File: config.mk
export PLATFORM = sky130hd
export DESIGN_NAME = spin_ramp_ctrl
export DESIGN_NICKNAME = d
export VERILOG_FILES = /design/src/rtl/spin_pkg.sv /design/src/rtl/spin_frame_rx.sv /design/src/rtl/spin_ramp_ctrl.sv
export SDC_FILE = /design/constraint.sdc
export NUM_CORES = 1
export LEC_CHECK = 0
export CAP_MARGIN = 20
export CELL_PAD_IN_SITES_DETAIL_PLACEMENT = 1
export CELL_PAD_IN_SITES_GLOBAL_PLACEMENT = 2
export CORE_AREA = 2 2 92 94
export CTS_BUF_LIST = sky130_fd_sc_hd__clkbuf_16
export DETAILED_ROUTE_END_ITERATION = 8
export DIE_AREA = 0 0 94 96
export PLACE_DENSITY = 0.69
export SYNTH_ARGS = -nofsm -noshare
export SYNTH_HDL_FRONTEND = slang
export SYNTH_SLANG_ARGS = --single-unit
File: constraint.sdc
create_clock -name clk -period 6.4 [get_ports clk]
set_clock_uncertainty 0.2 [all_clocks]
set_input_delay 0.96 -clock clk [delete_from_list [all_inputs] [get_ports clk]]
set_output_delay 0.96 -clock clk [all_outputs]
set_load 0.1 [all_outputs]
File: src/rtl/spin_pkg.sv
// Shared definitions for the spindle ramp controller and the PWM stage.
package spin_pkg;

    localparam int SPEED_BITS = 4;
    localparam int FRAME_BITS = 5;

    typedef enum logic [1:0] {
        ST_IDLE = 2'd0,
        ST_RAMP = 2'd1,
        ST_STOP = 2'd2,
        ST_FLIP = 2'd3
    } spin_state_e;

    typedef struct packed {
        logic                  dir;
        logic [SPEED_BITS-1:0] speed;
    } spin_target_t;

    // One saturating speed step toward the target; never wraps at either end.
    function automatic logic [SPEED_BITS-1:0] ramp_step(
        input logic [SPEED_BITS-1:0] cur,
        input logic [SPEED_BITS-1:0] tgt
    );
        logic [SPEED_BITS-1:0] nxt;
        if ((cur < tgt) && (cur != {SPEED_BITS{1'b1}})) begin
            nxt = cur + SPEED_BITS'(1);
        end else if ((cur > tgt) && (cur != {SPEED_BITS{1'b0}})) begin
            nxt = cur - SPEED_BITS'(1);
        end else begin
            nxt = cur;
        end
        return nxt;
    endfunction

endpackage

File: src/rtl/spin_frame_rx.sv
// Serial frame receiver: edge-detects f_en, shifts in 5 bits MSB first and
// presents the completed frame with a one-cycle frame_valid pulse.
module spin_frame_rx
    import spin_pkg::*;
(
    input  logic                  clk,
    input  logic                  rst,
    input  logic                  en,
    input  logic                  f_en,
    input  logic                  freq,
    output logic                  frame_valid,
    output logic [FRAME_BITS-1:0] frame_data
);

    logic                  f_en_prev_q, f_en_prev_d;
    logic [FRAME_BITS-2:0] shift_q, shift_d;
    logic [2:0]            cnt_q, cnt_d;
    logic                  fv_q, fv_d;
    logic [FRAME_BITS-1:0] data_q, data_d;

    // Next-state: shift a bit on each f_en rising edge while enabled; when disabled
    // everything holds (including an undelivered frame_valid).
    always_comb begin
        f_en_prev_d = f_en;
        shift_d     = shift_q;
        cnt_d       = cnt_q;
        fv_d        = fv_q;
        data_d      = data_q;
        if (en) begin
            fv_d = 1'b0;
            if (f_en && !f_en_prev_q) begin
                if (cnt_q == 3'(FRAME_BITS - 1)) begin
                    data_d = {shift_q, freq};
                    fv_d   = 1'b1;
                    cnt_d  = 3'd0;
                end else begin
                    shift_d = {shift_q[FRAME_BITS-3:0], freq};
                    cnt_d   = cnt_q + 3'd1;
                end
            end else begin
                cnt_d = cnt_q;
            end
        end else begin
            fv_d = fv_q;
        end
    end

    // Receiver state registers with synchronous reset.
    always_ff @(posedge clk) begin
        if (rst) begin
            f_en_prev_q <= 1'b0;
            shift_q     <= '0;
            cnt_q       <= 3'd0;
            fv_q        <= 1'b0;
            data_q      <= '0;
        end else begin
            f_en_prev_q <= f_en_prev_d;
            shift_q     <= shift_d;
            cnt_q       <= cnt_d;
            fv_q        <= fv_d;
            data_q      <= data_d;
        end
    end

    assign frame_valid = fv_q;
    assign frame_data  = data_q;

endmodule

File: src/rtl/spin_ramp_ctrl.sv
// Spindle speed ramp controller: receives {dir, speed} frames and ramps the
// commanded speed one step per RAMP_DIV cycles, stopping before a reversal.
// Optional feature: define SPIN_WDOG_EN to add a frame-timeout watchdog that
// ramps the spindle to zero when no frame arrives for WDOG_CYCLES cycles.
module spin_ramp_ctrl
    import spin_pkg::*;
#(
    parameter int RAMP_DIV    = 16384,
    parameter int WDOG_CYCLES = 16777216
) (
    input  logic                  clk,
    input  logic                  rst,
    input  logic                  en,
    input  logic                  f_en,
    input  logic                  freq,
    output logic [SPEED_BITS-1:0] speed,
    output logic                  dir,
    output logic                  pwm_en,
    output logic                  busy
);

    localparam int              DIV_W    = $clog2(RAMP_DIV);
    localparam logic [DIV_W-1:0] DIV_LAST = DIV_W'(RAMP_DIV - 1);

    logic                  fv_s;
    logic [FRAME_BITS-1:0] fd_s;
    logic                  tick_s;

    spin_state_e           state_q, state_d;
    logic [SPEED_BITS-1:0] speed_q, speed_d;
    logic                  dir_q, dir_d;
    logic                  pwm_en_q, pwm_en_d;
    logic                  busy_q, busy_d;
    logic [DIV_W-1:0]      div_q, div_d;
    spin_target_t          tgt_q, tgt_d;
`ifdef SPIN_WDOG_EN
    localparam logic [31:0] WDOG_LAST = 32'(WDOG_CYCLES - 1);
    logic [31:0]           wdog_q, wdog_d;
`endif

    spin_frame_rx u_rx (
        .clk         (clk),
        .rst         (rst),
        .en          (en),
        .f_en        (f_en),
        .freq        (freq),
        .frame_valid (fv_s),
        .frame_data  (fd_s)
    );

    assign tick_s = en && (div_q == DIV_LAST);

    // Next-state: divider, target latch, ramp FSM and output enables.
    always_comb begin
        state_d  = state_q;
        speed_d  = speed_q;
        dir_d    = dir_q;
        div_d    = div_q;
        tgt_d    = tgt_q;
        pwm_en_d = en && (speed_q != '0);
`ifdef SPIN_WDOG_EN
        wdog_d   = wdog_q;
`endif
        if (en) begin
            div_d = tick_s ? '0 : (div_q + DIV_W'(1));
            // A tick coinciding with a new frame still steps toward the old target.
            if (fv_s) begin
                tgt_d = fd_s;
            end else begin
                tgt_d = tgt_q;
            end
            case (state_q)
                ST_IDLE: begin
                    if (!fv_s) begin
                        state_d = ST_IDLE;
                    end else if (fd_s[FRAME_BITS-1] == dir_q) begin
                        state_d = ST_RAMP;
                    end else if (speed_q != '0) begin
                        state_d = ST_STOP;
                    end else begin
                        state_d = ST_FLIP;
                    end
                end
                ST_RAMP: begin
                    if (tick_s) begin
                        speed_d = ramp_step(speed_q, tgt_q.speed);
                    end else begin
                        speed_d = speed_q;
                    end
                    if (fv_s && (fd_s[FRAME_BITS-1] != dir_q)) begin
                        state_d = ST_STOP;
                    end else if (fv_s) begin
                        state_d = ST_RAMP;
                    end else if (speed_d == tgt_q.speed) begin
                        state_d = ST_IDLE;
                    end else begin
                        state_d = ST_RAMP;
                    end
                end
                ST_STOP: begin
                    if (tick_s && (speed_q != '0)) begin
                        speed_d = speed_q - SPEED_BITS'(1);
                    end else begin
                        speed_d = speed_q;
                    end
                    if (fv_s && (fd_s[FRAME_BITS-1] == dir_q)) begin
                        state_d = ST_RAMP;
                    end else if (speed_d == '0) begin
                        state_d = ST_FLIP;
                    end else begin
                        state_d = ST_STOP;
                    end
                end
                ST_FLIP: begin
                    // Speed is zero here, so this is the only safe place to reverse.
                    dir_d   = fv_s ? fd_s[FRAME_BITS-1] : tgt_q.dir;
                    state_d = ST_RAMP;
                end
                default: begin
                    state_d = ST_IDLE;
                end
            endcase
`ifdef SPIN_WDOG_EN
            if (fv_s) begin
                wdog_d = 32'd0;
            end else if (wdog_q == WDOG_LAST) begin
                wdog_d      = 32'd0;
                tgt_d.speed = '0;
                state_d     = ST_RAMP;
            end else begin
                wdog_d = wdog_q + 32'd1;
            end
`endif
        end else begin
            state_d = state_q;
        end
        busy_d = (state_d != ST_IDLE);
    end

    // Controller registers; reset wins over enable.
    always_ff @(posedge clk) begin
        if (rst) begin
            state_q  <= ST_IDLE;
            speed_q  <= '0;
            dir_q    <= 1'b0;
            pwm_en_q <= 1'b0;
            busy_q   <= 1'b0;
            div_q    <= '0;
            tgt_q    <= '0;
`ifdef SPIN_WDOG_EN
            wdog_q   <= 32'd0;
`endif
        end else begin
            state_q  <= state_d;
            speed_q  <= speed_d;
            dir_q    <= dir_d;
            pwm_en_q <= pwm_en_d;
            busy_q   <= busy_d;
            div_q    <= div_d;
            tgt_q    <= tgt_d;
`ifdef SPIN_WDOG_EN
            wdog_q   <= wdog_d;
`endif
        end
    end

    assign speed  = speed_q;
    assign dir    = dir_q;
    assign pwm_en = pwm_en_q;
    assign busy   = busy_q;

endmodule

# After elaboration in Yosys (flattened, before gate mapping)
# Cells that the tools add are included.
# Widths: inputs -> output; s select.
# op_classes
n_addsub	4
magnitude_cmp	2
n_eq_ne	9
n_mux	24
bitwise_logic	1
n_reduce_logical	20
# op_table
op	count
$mux 4	8
$add 14x1->14 const B	1
$eq 14x14->1 const B	1
$mux 14	1
$mux 2	5
$logic_and 1x1->1	8
$pmux 2 s4	1
$pmux 4 s2	1
$reduce_and 2->1	4
$mux 1	7
$reduce_and 3->1	2
$add 4x1->4 const B	1
$eq 2x2->1 const B	2
$eq 4x4->1	1
$gt 4x4->1	1
$logic_not 4->1	1
$lt 4x4->1	1
$ne 4x4->1 const B	1
$reduce_bool 2->1	2
$reduce_bool 4->1	1
$sub 4x1->4 const B	1
$add 3x1->3 const B	1
$eq 3x3->1 const B	1
$mux 3	1
other kinds (6)	6
# totals
reg_bits	42
out_inout_bits	7
word_cells	73

# Longest topological paths before layout
# logic_depth
word_depth	14
ltp_mapped	11
ltp_nobuf	10

# Modules after synthesis
# A second synthesis with hierarchy kept.
# hier_totals
cells_unflattened	285
area_unflattened_um2	2442.3
# by_module_without_submodules
mod	n_inst	cells_each	area_each_um2
spin_ramp_ctrl	1	223	1850.5
spin_frame_rx	1	62	591.8

# Worst setup path before layout
# No wires, ideal clock.
# synth_timing
path_type	reg-to-reg
startpoint	reg speed_q[0], in the netlist speed[0]
endpoint	reg busy_q, in the netlist busy
t_arrival_ns	3.174
setup_slack_ns	2.905
path_stages_with_launch	12
path_buffers	1
period_less_slack_ns	3.495
path_cell_list	dfxtp_1 clkbuf_1 inv_1 ha_1 nor2b_1 o211ai_1 a21oi_1 a21oi_1 a221o_1 nor4_1 a31oi_1 or2_1
# synth_between
elab_chain_len	14
elab_cells_between_ends	30
cone_classes	add/sub (2); order compare (2); eq/ne (2); mux (18); reduce/logical (6)
# synth_lines
element	line_no	rtl
start: declaration	spin_ramp_ctrl.sv:30	logic [SPEED_BITS-1:0] speed_q, speed_d;
start signal: assignment	spin_ramp_ctrl.sv:155	speed_q <= speed_d;
$gt 4x4->1 or $reduce_bool 4->1 (tied branches)	spin_pkg.sv:27, spin_ramp_ctrl.sv:78, spin_ramp_ctrl.sv:101	
$logic_and 1x1->1	spin_pkg.sv:27	end else if ((cur > tgt) && (cur != {SPEED_BITS{1'b0}})) begin
$mux 4	spin_pkg.sv:27	
$mux 4	spin_pkg.sv:25	if ((cur < tgt) && (cur != {SPEED_BITS{1'b1}})) begin
$mux 4	spin_ramp_ctrl.sv:85	if (tick_s) begin
$mux 4	spin_ramp_ctrl.sv:72	case (state_q)
$mux 4	spin_ramp_ctrl.sv:64	if (en) begin
$eq 4x4->1	spin_ramp_ctrl.sv:94	end else if (speed_d == tgt_q.speed) begin
$mux 1	spin_ramp_ctrl.sv:94	
$mux 1	spin_ramp_ctrl.sv:92	end else if (fv_s) begin
$mux 2	spin_ramp_ctrl.sv:90	if (fv_s && (fd_s[FRAME_BITS-1] != dir_q)) begin
$pmux 2 s4 (*)	spin_ramp_ctrl.sv:72	
$mux 2 (*)	spin_ramp_ctrl.sv:64	
$reduce_bool 2->1 (*)	spin_ramp_ctrl.sv:137	busy_d = (state_d != ST_IDLE);
end signal: assignment	spin_ramp_ctrl.sv:158	busy_q <= busy_d;
end: declaration	spin_ramp_ctrl.sv:33	logic busy_q, busy_d;
# Every way passes the cells marked *; elsewhere a longest branch is shown, timed or not. The select of a mux whose other input is x is not followed.
# A chain may end at the register's enable or synchronous reset.

# Worst setup path in the final report
# layout_timing
startpoint	in en
endpoint	reg busy_q, in the netlist busy
# layout_between
elab_chain_len	11
elab_cells_between_ends	18
cone_classes	eq/ne (1); mux (13); reduce/logical (4)
# layout_lines
element	line_no	rtl
start: declaration	spin_ramp_ctrl.sv:13	input logic en,
$logic_and 1x1->1	spin_ramp_ctrl.sv:51	assign tick_s = en && (div_q == DIV_LAST);
$mux 4 or $logic_and 1x1->1 (tied branches)	spin_ramp_ctrl.sv:85, spin_ramp_ctrl.sv:101	
$mux 4 (on tied branches)	spin_ramp_ctrl.sv:72, spin_ramp_ctrl.sv:101	
$mux 4 (on tied branches)	spin_ramp_ctrl.sv:64, spin_ramp_ctrl.sv:72	
$eq 4x4->1 or $mux 4 (tied branches)	spin_ramp_ctrl.sv:94, spin_ramp_ctrl.sv:64	
$mux 1 or $logic_not 4->1 (tied branches)	spin_ramp_ctrl.sv:94, spin_ramp_ctrl.sv:108	
$mux 1 (on tied branches)	spin_ramp_ctrl.sv:92, spin_ramp_ctrl.sv:108	
$mux 2 (on tied branches)	spin_ramp_ctrl.sv:90, spin_ramp_ctrl.sv:106	
$pmux 2 s4	spin_ramp_ctrl.sv:72	
$mux 2 (*)	spin_ramp_ctrl.sv:64	
$reduce_bool 2->1 (*)	spin_ramp_ctrl.sv:137	
# Marked as above.

==> flow_summary_export.csv <==
group,metric,value,unit
worst_setup_path,critical_path_class,"in2reg",
global_route,grt_pass1_wl,10.64,mm
global_route,grt_overflow,0,
routing,wl,6.381,mm
synth,yosysMostFrequentCell,"dfxtp_1",
worst_setup_path,arrival,3830,ps
pwr,p_leak,1.004,nW
worst_setup_path,worstReg2RegEnd,"busy",
timing,slew_headroom,35.43,%
synth,syn_nets,319,
die,die_x,94,µm
clock_network,hold_buffers,0,
clock_network,numCtsBuffers,5,
worst_setup_path,cpMaxStageDelayCell,"or4_1",
placement,place_inst,405,
synth,yosysTopAreaCell,"dfxtp_1",
timing,setup_viol,0,
synth,synthFlopType,"dfxtp_1",
synth,synth_async_sr_flop_share,0,%
placement,portBuffers,11,
synth,ys.warnings.count,0,
cells_and_area,diodes,0,
worst_setup_path,r2r-start,"speed[3]",
clock_network,postCtsSetupBuffers,0,
clock_network,cts.htree.levels,2,
global_route,grt_start_max_net_pins,33,
synth,postSynthCellCount,301,
clock_network,max-clock-path-buffers,2,
clock_network,clk_pin_slew,60,ps
synth,syn_area,2404,µm²
timing,fin_crit,3852,ps
hold_path,worstHoldEndpoint,"tgt_q[4]",
global_route,grt_pass1_vias,2094,
hold_path,hold_start,"tgt_q[4]",
worst_setup_path,cp-end-kind,"flip-flop",
placement,gp_congestion,0.7748,
timing,drv_slew,0,
worst_setup_path,worstPathRequired,6380,ps
routing,wl_per_cell,15.45,µm
synth,synth.ff_latch_count,42,
cells_and_area,area_delta_synth_final,14.26,%
routing,vias,2148,
cells_and_area,fillers,973,
worst_setup_path,ff2ff_setup_slack,2970,ps
synth,syn_avg_cell_area,7.985,µm²
die,die_h,96,µm
placement,dp_hpwl,4.672,mm
worst_setup_path,start_kind,"input port",
timing,fin_setup_tns,0,ps
outcome,status,"finished clean",
routing,antenna_left,0,
clock_network,clk_latency,290,ps
routing,drt_iter0_drc,81,
pwr,ir_drop,0.00009563,V
timing,period_share,60.18,%
timing,tightestPinTransition,965.5,ps
worst_setup_path,rr_worst_depth,9,
die,ios,12,
synth,synth_commonest_cells,"42 x dfxtp_1, 40 x nor2_1, 27 x a21oi_1",
timing,final-hold-violation-count,0,
timing,rsz0062_at_grt,"false",
clock_network,cts_tree,"yes",
die,start_util,29.85,%
worst_setup_path,cpPeakStageDelay,750,ps
die,coreArea,8051,µm²
clock_network,cts_resized,0,
routing,first_pass_iters,4,
clock_network,cts_sinks,42,
die,rows,33,
hold_path,hold_path_depth,2,
global_route,grt_usage,15.07,%
worst_setup_path,path_cells,"clkdlybuf4s50_1 > buf_4 > nand4_2 > or4_1 > o41ai_1 > nand3_1 > o21ai_2 > xnor2_1 > a31oi_1 > or2_1",
job,maxCapViolations,0,
cells_and_area,layout.nets,325,
synth,ys_top_cells_by_area,"dfxtp_1 35%, ha_1 6.8%, nor2_1 6.2%",
synth,synth_edf_count,0,
die,fp.dieArea,9024,µm²
routing,vias_per_cell,5.201,
global_route,antenna_found_initial,0,
cells_and_area,drive_gt1_share,5.844,%
worst_setup_path,crit_fanout,21,
synth,yosysSeqAreaShare,34.98,%
clock_network,cts-root-buf,"clkbuf_16",
synth,synth.top_cell.area_share,34.98,%
cells_and_area,fin_cells,413,
routing,drc_errors,0,
hold_path,hold_path_class,"reg2reg",
timing,max_freq,0.2596,GHz
pwr,p_per_area,194.2,nW/µm²
synth,synth_cell_types,48,
==> stage by stage <==
stage	worst slack (ps)	area [µm²]	hold slack, ps	utilization (%)	power (W)
after floorplan	2905	2404	235.7	-	0.0002831
after global placement	2386	2604	246.6	32.34	0.0002903
after detailed placement	2233	2604	257.2	32.34	0.0002903
after CTS	2531	2746	266.5	34.11	0.0005424
after global routing	2299	2746	279.5	34.11	0.0005537
final	2548	2746	261.0	34.11	0.0005335
==> state kept, by name, summed over array words and instances (netlist names) <==
register,cells
div_q,14
tgt_q,5
u_rx.frame_data,5
state_q,2
dir,1
busy,1
u_rx.f_en_prev_q,1
speed,4
pwm_en,1
u_rx.cnt_q,3
u_rx.frame_valid,1
u_rx.shift_q,4
==> per-layer routing <==
layer	part of all wire (%)	vias to the layer above	GRT usage [%]
li1	-	1066	-
met1	49	1030	19.93
met2	47	40	25.18
met3	2.4	12	2.349
met4	1.8	0	4.952
met5	0	-	0
==> worst max-delay path by stage <==
stage                      end      from
after global placement    busy        en
after floorplan           busy  speed[0]
after global routing      busy        en
after CTS                 busy        en
final                     busy        en
after detailed placement  busy        en
==> cell families after synthesis <==
group	synth area share (%)
compound gates	17.65
xor+xnor	5.831
fa+ha+maj	6.767
buf+inv	5.154
flops	34.98
mux	4.581
simple gates	25.04
==> cells in the final DEF, fill, tap and decap left out, drive strengths merged, types with 5 or more instances in the layout <==
master,count
dfxtp,42
nor2,40
a21oi,27
nand2,25
inv,19
nand3,15
o21ai,15
ha,13
mux2i,11
clkdlybuf4s50,11
nor3,10
xor2,9
xnor2,7
nand4,7
nand2b,5
clkbuf,5
==> critical path: cells and delay by family <==
family                 cells  cell delay, ps
AO/OA/AOI/OAI              3             670
XOR/XNOR                   1             160
AND/OR/NAND/NOR            4            1340
buffers and inverters      2             690
==> where the power goes <==
group / internal, W / switching (W) / leakage, nW
Clock: 0.000143 / 0.000106 / 0.0750
Sequential: 0.000264 / 0.00000203 / 0.339
Combinational: 0.00000714 / 0.0000112 / 0.590
Total: 0.000414 / 0.000120 / 1.00
==> final cells by class <==
cell class | instances | area (µm²) | share of cell area, %
Clock buffer | 5 | 125.1 | 4.556
Clock inverter | 3 | 17.52 | 0.6378
Inverter | 18 | 67.56 | 2.460
Multi-Input combinational cell | 227 | 1439 | 52.39
Sequential cell | 42 | 840.8 | 30.62
Tap cell | 105 | 131.4 | 4.784
Timing Repair Buffer | 13 | 125.1 | 4.556
(Power assumes the default switching activity.)
